File: src/rtl/train_pkg.sv
// Shared train-control definitions: sensor count, default timing constants
// and the sensor vector type used by the conditioner and the control FSM.
package train_pkg;

  localparam int unsigned NUM_SENSORS             = 4;
  localparam int unsigned DEFAULT_DEBOUNCE_CYCLES = 16;
  localparam int unsigned DEFAULT_STUCK_CYCLES    = 1048576;

  typedef logic [NUM_SENSORS:1] sensor_vec_t;

  // Debounce counter width; a single flop when only one cycle is needed.
  function automatic int unsigned cnt_width(input int unsigned cycles);
    return (cycles <= 2) ? 1 : $clog2(cycles);
  endfunction

endpackage

File: src/rtl/sensor_conditioner_if.sv
// Sensor bus between the raw track sensors and the train-control FSM.
//   SR_RAW  : raw asynchronous sensor lines (1 = train present)
//   SR      : debounced sensor levels
//   SR_RISE : one-cycle pulse on each debounced 0->1 arrival
//   FAULT   : sticky stuck-sensor flags
// master = sensor/stimulus side, slave = conditioner side.
interface sensor_conditioner_if;
  import train_pkg::*;

  sensor_vec_t SR_RAW;
  sensor_vec_t SR;
  sensor_vec_t SR_RISE;
  sensor_vec_t FAULT;

  modport master (output SR_RAW, input SR, SR_RISE, FAULT);
  modport slave  (input SR_RAW, output SR, SR_RISE, FAULT);
endinterface

File: src/rtl/sensor_debounce_ch.sv
// One sensor channel: two-flop synchroniser, debounce counter, registered
// rise pulse and, with SENSOR_STUCK_DETECT_EN defined, a sticky stuck flag.
// Ports:
//   Clock, RESET : clock, synchronous active-high reset
//   sr_raw       : raw asynchronous sensor line
//   sr           : debounced level
//   sr_rise      : one-cycle pulse on the debounced 0->1 edge
//   fault        : sticky stuck flag (constant 0 when compiled out)
module sensor_debounce_ch
  import train_pkg::*;
#(
  parameter int unsigned DEBOUNCE_CYCLES = DEFAULT_DEBOUNCE_CYCLES,
  parameter int unsigned STUCK_CYCLES    = DEFAULT_STUCK_CYCLES
) (
  input  logic Clock,
  input  logic RESET,
  input  logic sr_raw,
  output logic sr,
  output logic sr_rise,
  output logic fault
);

  localparam int unsigned CNT_W = cnt_width(DEBOUNCE_CYCLES);

  logic             s1;
  logic             s2;
  logic [CNT_W-1:0] cnt;
  logic             done_c;
  logic             sr_next_c;

  // The new value has disagreed with sr for DEBOUNCE_CYCLES edges, this one included.
  assign done_c    = (s2 != sr) && (cnt == CNT_W'(DEBOUNCE_CYCLES - 1));
  assign sr_next_c = done_c ? s2 : sr;

  // Synchroniser, debounce counter, level and rise pulse.
  always_ff @(posedge Clock) begin
    if (RESET) begin
      s1      <= 1'b0;
      s2      <= 1'b0;
      cnt     <= '0;
      sr      <= 1'b0;
      sr_rise <= 1'b0;
    end else begin
      s1      <= sr_raw;
      s2      <= s1;
      sr      <= sr_next_c;
      sr_rise <= done_c & s2;
      if ((s2 == sr) || done_c) cnt <= '0;
      else                      cnt <= cnt + CNT_W'(1);
    end
  end

`ifdef SENSOR_STUCK_DETECT_EN
  localparam int unsigned HOLD_W = $clog2(STUCK_CYCLES + 1);

  logic [HOLD_W-1:0] hold;

  // hold counts edges with the (updated) level high, so the rise edge counts as 1.
  always_ff @(posedge Clock) begin
    if (RESET) begin
      hold  <= '0;
      fault <= 1'b0;
    end else begin
      if (!sr_next_c)                             hold <= '0;
      else if (hold != HOLD_W'(STUCK_CYCLES))     hold <= hold + HOLD_W'(1);
      if (sr_next_c && (hold == HOLD_W'(STUCK_CYCLES - 1))) fault <= 1'b1;
    end
  end
`else
  logic unused_stuck_cycles;

  assign unused_stuck_cycles = (STUCK_CYCLES == 0);
  assign fault               = 1'b0;
`endif

endmodule

File: src/rtl/sensor_conditioner.sv
// Conditions the four raw track-occupancy sensors for the train-control FSM:
// per-channel synchronise, debounce, rise pulse and optional stuck detection.
// Optional feature macro: SENSOR_STUCK_DETECT_EN (FAULT tied to 0 when undefined).
// Ports:
//   Clock, RESET : clock, synchronous active-high reset
//   bus (slave)  : SR_RAW in; SR, SR_RISE, FAULT out
module sensor_conditioner
  import train_pkg::*;
#(
  parameter int unsigned DEBOUNCE_CYCLES = DEFAULT_DEBOUNCE_CYCLES,
  parameter int unsigned STUCK_CYCLES    = DEFAULT_STUCK_CYCLES
) (
  input  logic                 Clock,
  input  logic                 RESET,
  sensor_conditioner_if.slave  bus
);

  sensor_vec_t sr_v;
  sensor_vec_t rise_v;
  sensor_vec_t fault_v;

  // Independent identical channels.
  for (genvar i = 1; i <= NUM_SENSORS; i++) begin : g_ch
    sensor_debounce_ch #(
      .DEBOUNCE_CYCLES (DEBOUNCE_CYCLES),
      .STUCK_CYCLES    (STUCK_CYCLES)
    ) u_ch (
      .Clock   (Clock),
      .RESET   (RESET),
      .sr_raw  (bus.SR_RAW[i]),
      .sr      (sr_v[i]),
      .sr_rise (rise_v[i]),
      .fault   (fault_v[i])
    );
  end

  assign bus.SR      = sr_v;
  assign bus.SR_RISE = rise_v;
  assign bus.FAULT   = fault_v;

endmodule

File: src/flat_wrapper.sv
// flat-port wrapper written by rule: the top's interface ports become plain ports
module sensor_conditioner_flat import train_pkg::*;
#(
  parameter int unsigned DEBOUNCE_CYCLES = DEFAULT_DEBOUNCE_CYCLES,
  parameter int unsigned STUCK_CYCLES    = DEFAULT_STUCK_CYCLES
)
  (Clock, RESET, bus_SR_RAW, bus_SR, bus_SR_RISE, bus_FAULT);
  sensor_conditioner_if bus_i ();
  input  logic Clock;
  input  logic RESET;
  input wire logic [$bits(bus_i.SR_RAW)-1:0] bus_SR_RAW;
  output wire logic [$bits(bus_i.SR)-1:0] bus_SR;
  output wire logic [$bits(bus_i.SR_RISE)-1:0] bus_SR_RISE;
  output wire logic [$bits(bus_i.FAULT)-1:0] bus_FAULT;
  assign bus_i.SR_RAW = bus_SR_RAW;
  assign bus_SR = bus_i.SR;
  assign bus_SR_RISE = bus_i.SR_RISE;
  assign bus_FAULT = bus_i.FAULT;
  sensor_conditioner #(.DEBOUNCE_CYCLES(DEBOUNCE_CYCLES), .STUCK_CYCLES(STUCK_CYCLES)) u_core (.Clock(Clock), .RESET(RESET), .bus(bus_i));
endmodule
File: config.mk
export PLATFORM = sky130hd
export DESIGN_NAME = sensor_conditioner_flat
export DESIGN_NICKNAME = d
export VERILOG_FILES = /design/src/rtl/train_pkg.sv /design/src/rtl/sensor_conditioner_if.sv /design/src/rtl/sensor_debounce_ch.sv /design/src/rtl/sensor_conditioner.sv /design/src/flat_wrapper.sv
export SDC_FILE = /design/constraint.sdc
export NUM_CORES = 1
export LEC_CHECK = 0
export CORE_MARGIN = 10
export CORE_UTILIZATION = 49
export CTS_BUF_LIST = sky130_fd_sc_hd__clkbuf_8
export DETAILED_ROUTE_END_ITERATION = 12
export PLACE_DENSITY = 0.77
export REMOVE_ABC_BUFFERS = 1
export SLEW_MARGIN = 20
export SYNTH_ARGS = -nofsm -noshare
export SYNTH_HDL_FRONTEND = slang
export SYNTH_HIERARCHICAL = 1
export SYNTH_SLANG_ARGS = --single-unit
File: constraint.sdc
create_clock -name Clock -period 0.95 [get_ports Clock]
set_input_delay 0.095 -clock Clock [delete_from_list [all_inputs] [get_ports Clock]]
set_output_delay 0.095 -clock Clock [all_outputs]
set_load 0.01 [all_outputs]
Word-level counts from Yosys, hierarchy flattened. Index checks and enable logic that the tools add are counted.

Bitwise operators: 4. Reductions and logical operators: 12. Equality and inequality tests: 12. $add $sub $neg: 4.

Operator list (number): 4-bit by 1-bit adder with 4-bit output (second input constant) (4); 4-bit equality test (second input constant) (4); 2-bit OR reduction (4); 1-bit AND (4); 1-bit equality test (4); 1-bit logical AND (4); 1-bit logical OR (4); 1-bit != test (4).

Logic and storage cells: 52. Output and inout port bits: 12. Bits of input ports: 6. Flip-flop bits (word level): 32.

Longest topological paths before layout. Gate-level depths: netlist of the first run.

Word-level depth: 4. Mapped depth: 4. Depth with buffers taken out: 4.

By module. Netlist of the first run, hierarchy kept.

Modules (own cells, without submodules): sensor_debounce_ch (area each 292.8 µm², times used 4, cells an instance 27, sequential area each 160.2 µm²).

Worst setup path before layout of the first run. No wires, ideal clock.

Path kind: register to register. Start point: register u_core.g_ch[1].u_ch.cnt[0]. End point: register u_core.g_ch[1].u_ch.cnt[2]. Path buffers: 0. Path slack: -0.034 ns. Period minus slack after synthesis: 0.984 ns. Arrival time: 0.868 ns. Library setup time: 0.117 ns. Stages on the path, launching flop included: 4. Required time: 0.833 ns. Path through: dfxtp_1 -> ha_1 -> xor2_1 -> and3b_2.

Cells in the longest elaborated chain, start to end: 4. Elaborated cells on any way between the ends: 5. Classes of those cells: 1 x add/sub; 1 x eq/ne; 3 x reduce/logical.

Ends and longest elaborated chain: start, declared (line sensor_debounce_ch.sv:27) `logic [CNT_W-1:0] cnt;`; start signal, assigned (line sensor_debounce_ch.sv:49) `else cnt <= cnt + CNT_W'(1);`; 4-bit equality test (line sensor_debounce_ch.sv:32) `assign done_c = (s2 != sr) && (cnt == CNT_W'(DEBOUNCE_CYCLES - 1));`; 1-bit logical AND (line sensor_debounce_ch.sv:32); 1-bit logical OR (line sensor_debounce_ch.sv:48) `if ((s2 == sr) || done_c) cnt <= '0;`; 2-bit OR reduction (no source line).

Several ways; a longest one is shown, not always the timed one. A chain may end at the register's enable or synchronous reset.

Worst setup path after layout of the first run.
Start point: register u_core.g_ch[1].u_ch.cnt[0]. End point: register u_core.g_ch[1].u_ch.sr.

Cells in the longest elaborated chain, start to end: 2.

Ends and longest elaborated chain: 4-bit equality test (line sensor_debounce_ch.sv:32); 1-bit logical AND (line sensor_debounce_ch.sv:32); end signal, assigned (line sensor_debounce_ch.sv:46) `sr <= sr_next_c;`; end, declared (line sensor_debounce_ch.sv:18) `output logic sr,`.

No other way between the ends.

==> results.sh, run 1 <==
export IMPL_via_count=814
export IMPL_detail_route_wl_per_cell_um=13.4
export IMPL_critical_path_top_delay_family="flip-flops"
export IMPL_die_h_um=68.9
export IMPL_detail_route_iter0_violations=24
export IMPL_run_status="finished with violations"
export IMPL_synth_common_cells="sky130_fd_sc_hd__dfxtp_1, sky130_fd_sc_hd__nor2_1, sky130_fd_sc_hd__xor2_1"
export IMPL_postSynth_asyncResetShare=0
export IMPL_finish_cell_count_without_fillers=170
export IMPL_maxCapViolCount=0
export IMPL_switching_share=0.206
export IMPL_fin_crit_ns=0.969
export IMPL_dp_area_um2=1400
export IMPL_setup_slack_ns=-0.0194
export IMPL_worstSetupPathType="reg2reg"
export IMPL_yosys_cell_types_count=14
export IMPL_cts_tree="built"
export IMPL_antennaDiodeCount=0
export IMPL_finClkSkew_ns=0.00431
export IMPL_seq_power_share=0.550
export IMPL_drc_errors=0
export IMPL_max_stage_delay_ns=0.33
export IMPL_fillers=161
export IMPL_tritoncts_num_buffers=5
export IMPL_synth_yosys_warnings=6
export IMPL_hold_viol=0
export IMPL_cell_internal_pwr_mw=1.99
export IMPL_detail_route_first_pass_iterations=4
export IMPL_num_rows=17
export IMPL_synth_edf_count=0
export IMPL_area_growth_syn_to_layout_pct=39.6
export IMPL_fin_tns_setup_ns=-0.0494
export IMPL_critical_path_slowest_cell="sky130_fd_sc_hd__dfxtp_2"
export IMPL_cts_htree_levels=2
export IMPL_path_cells="ha_4 > nand3_4 > mux2i_1 > nor2_1"
export IMPL_combinational_share_of_power=0.041
export IMPL_dp_final_hpwl_mm=1.46
export IMPL_critical_path_max_fanout=3
export IMPL_global_route_usage_total=0.112
export IMPL_wirelength_mm=2.28
export IMPL_critical_path_arrival_ns=1.14
export IMPL_floorplan_initialDensity=0.519
export IMPL_grt_first_pass_wirelength_mm=3.88
export IMPL_power_switching_mw=0.518
export IMPL_synthesis_instances=108
export IMPL_yosysSeqAreaShare=0.547
export IMPL_final_setup_viol_count=5
export IMPL_finalNetCount=151
export IMPL_worstSetupEndpointType="flip-flop"
export IMPL_postSynthRegisterBits=32
export IMPL_ioPinCount=18
export IMPL_port_buffers=13
export IMPL_clockPowerShare=0.409
export IMPL_globalRouteOverflowTotal=0
export IMPL_yosysTopAreaCell="sky130_fd_sc_hd__dfxtp_1"
export IMPL_timing_final_max_slew_violations=0
export IMPL_routabilityCongestion=0.684
export IMPL_antenna_found_initial=0
export IMPL_core_region_area_um2=2250
export IMPL_worst_ir_drop_vdd_mv=1.38
export IMPL_final_design_area_no_fill_um2=1640
export IMPL_synthMostInstantiatedCell="sky130_fd_sc_hd__dfxtp_1"
export IMPL_unrepaired_setup_endpoints_after_global_routing="yes"
export IMPL_cts_sinks=32
export IMPL_max_freq_mhz=1030
export IMPL_placed_cells_incl_taps=157
export IMPL_period_share=1.02
export IMPL_synthFlopType="sky130_fd_sc_hd__dfxtp_1"
export IMPL_post_route_cells_drive_above_1_share=0.444
export IMPL_die_width_um=68.9
export IMPL_die_area_um2=4750
export IMPL_clkTransAtPathRegs_ns=0.06
export IMPL_pwr_density_cell_nw_per_um2=1530
export IMPL_total_leakage_power_nw=0.728
export IMPL_hold_path_class="in2reg"
export IMPL_clock_root_buffer="sky130_fd_sc_hd__clkbuf_8"
export IMPL_failing_checks="setup timing"
export IMPL_first_global_vias=887
export IMPL_synthTopCellsByArea="sky130_fd_sc_hd__dfxtp_1, sky130_fd_sc_hd__xor2_1, sky130_fd_sc_hd__nor2_1"
export IMPL_syn_mean_instance_area_um2=10.8
export IMPL_route_detailed_vias_per_inst=4.79
export IMPL_cp_start_kind="flip-flop"
export IMPL_post_synth_top_area_fraction=0.547
export IMPL_cp_required_ns=1.12
export IMPL_pin_count_of_the_biggest_net_entering_global_routing=12
export IMPL_synthesis_area_um2=1170
export IMPL_later_pin_clock_latency_in_the_skew_report_ns=0.28
export IMPL_postRouteAntennaNets=0
export IMPL_clockBufferDepth=2
export IMPL_critical_path_n_buffers_inverters=0
==> path summary, 6_finish.rpt <==
kind / slack [ns] / depth (start not counted) / startpoint / endpoint
worst max-delay path: -0.02 / 4 / u_core/g_ch[1].u_ch/cnt[0] / u_core/g_ch[1].u_ch/sr
worst min-delay path: 0.37 / 2 / bus_SR_RAW[3] / u_core/g_ch[4].u_ch/s1
worst max register to register: -0.02 / 4 / u_core/g_ch[1].u_ch/cnt[0] / u_core/g_ch[1].u_ch/sr
worst min register to register: 0.44 / 1 / u_core/g_ch[1].u_ch/s1 / u_core/g_ch[1].u_ch/s2
==> placed cells by master (no fill, tap or decap) <==
cell type and count:
sky130_fd_sc_hd__clkbuf_8 6, sky130_fd_sc_hd__clkdlybuf4s50_1 5, sky130_fd_sc_hd__xor2_1 9, sky130_fd_sc_hd__buf_2 5, sky130_fd_sc_hd__xor2_2 3, sky130_fd_sc_hd__nand3b_1 4
sky130_fd_sc_hd__clkbuf_2 3, sky130_fd_sc_hd__nor2_1 16, sky130_fd_sc_hd__mux2i_1 4, sky130_fd_sc_hd__nand3_1 4, sky130_fd_sc_hd__buf_6 4, sky130_fd_sc_hd__nor4b_2 4
sky130_fd_sc_hd__dfxtp_2 13, sky130_fd_sc_hd__ha_4 4, sky130_fd_sc_hd__nand3_2 1, sky130_fd_sc_hd__and3b_2 4, sky130_fd_sc_hd__inv_1 6, sky130_fd_sc_hd__nor2b_1 8
sky130_fd_sc_hd__buf_4 13, sky130_fd_sc_hd__conb_1 4, sky130_fd_sc_hd__dfxtp_1 19, sky130_fd_sc_hd__nand3_4 3
==> metal layers <==
layer  track usage  part of all wire  up-vias
met3        0.0692             0.072        5
met5             0                 0        -
met2         0.178              0.48       24
met1         0.113              0.43      377
met4        0.0591             0.018        0
li1              -                 -      408
==> timing repair <==
| item | in CTS | in global routing |
|---|---|---|
| pin swaps | 18 | 19 |
| gates resized for setup | 52 | 12 |
| hold buffers | 0 | 0 |
| endpoints found under the setup margin | 32 | 28 |
| setup buffers | 1 | 4 |
==> power groups by stage <==
stage,sequential (mW),combinational (mW),clock (mW)
2_1_floorplan,1.40,0.0373,0
3_3_place_gp,1.40,0.0906,0
3_5_place_dp,1.40,0.0932,0
4_1_cts,1.38,0.0992,1.06
5_1_grt,1.38,0.113,1.13
6_report,1.38,0.103,1.03
==> per-stage QoR <==
| stage | worst slack, ns | utilization | hold WS [ns] | power (mW) |
|---|---|---|---|---|
| 2_1_floorplan | -0.0342 | - | 0.167 | 1.44 |
| 3_3_place_gp | -0.119 | 0.619 | 0.420 | 1.49 |
| 3_5_place_dp | -0.138 | 0.619 | 0.430 | 1.50 |
| 4_1_cts | -0.0120 | 0.719 | 0.359 | 2.53 |
| 5_1_grt | -0.0546 | 0.725 | 0.367 | 2.63 |
| 6_report | -0.0194 | 0.725 | 0.366 | 2.51 |
==> registers in the layout (all words and copies together), names as in the netlist <==
name and cells:
u_core/g_ch.u_ch/s2 4, u_core/g_ch.u_ch/s1 4, u_core/g_ch.u_ch/sr_rise 4, u_core/g_ch.u_ch/cnt 16, u_core/g_ch.u_ch/sr 4
==> final cells by class <==
cell class	count	area [um^2]	area share
clock buffer	6	82.6	0.0505
clock inverter	2	7.51	0.00459
inverter	4	15.0	0.00918
multi-input combinational	68	606	0.370
sequential	32	657	0.402
tap	28	35.0	0.0214
timing repair buffer	30	233	0.142
==> cell families (layout without fill, tap and decap cells) <==
kind of cell	count (synthesis)	count (layout)	synth area share
simple gates	44	44	0.235
flops	32	32	0.547
xor+xnor	12	12	0.0897
buf+inv	8	42	0.0385
fa+ha+maj	4	4	0.0427
other cells	4	4	0.0128
mux	4	4	0.0342
(Power assumes the default switching activity.)
==> inputs of run 2 (changes only) <==
CTS_CLUSTER_DIAMETER = 200   (was default)
CTS_CLUSTER_SIZE = 24   (was default)
==> results of run 2 <==
Same layout as run 1: the final DEF is identical, and so are final timing and power.
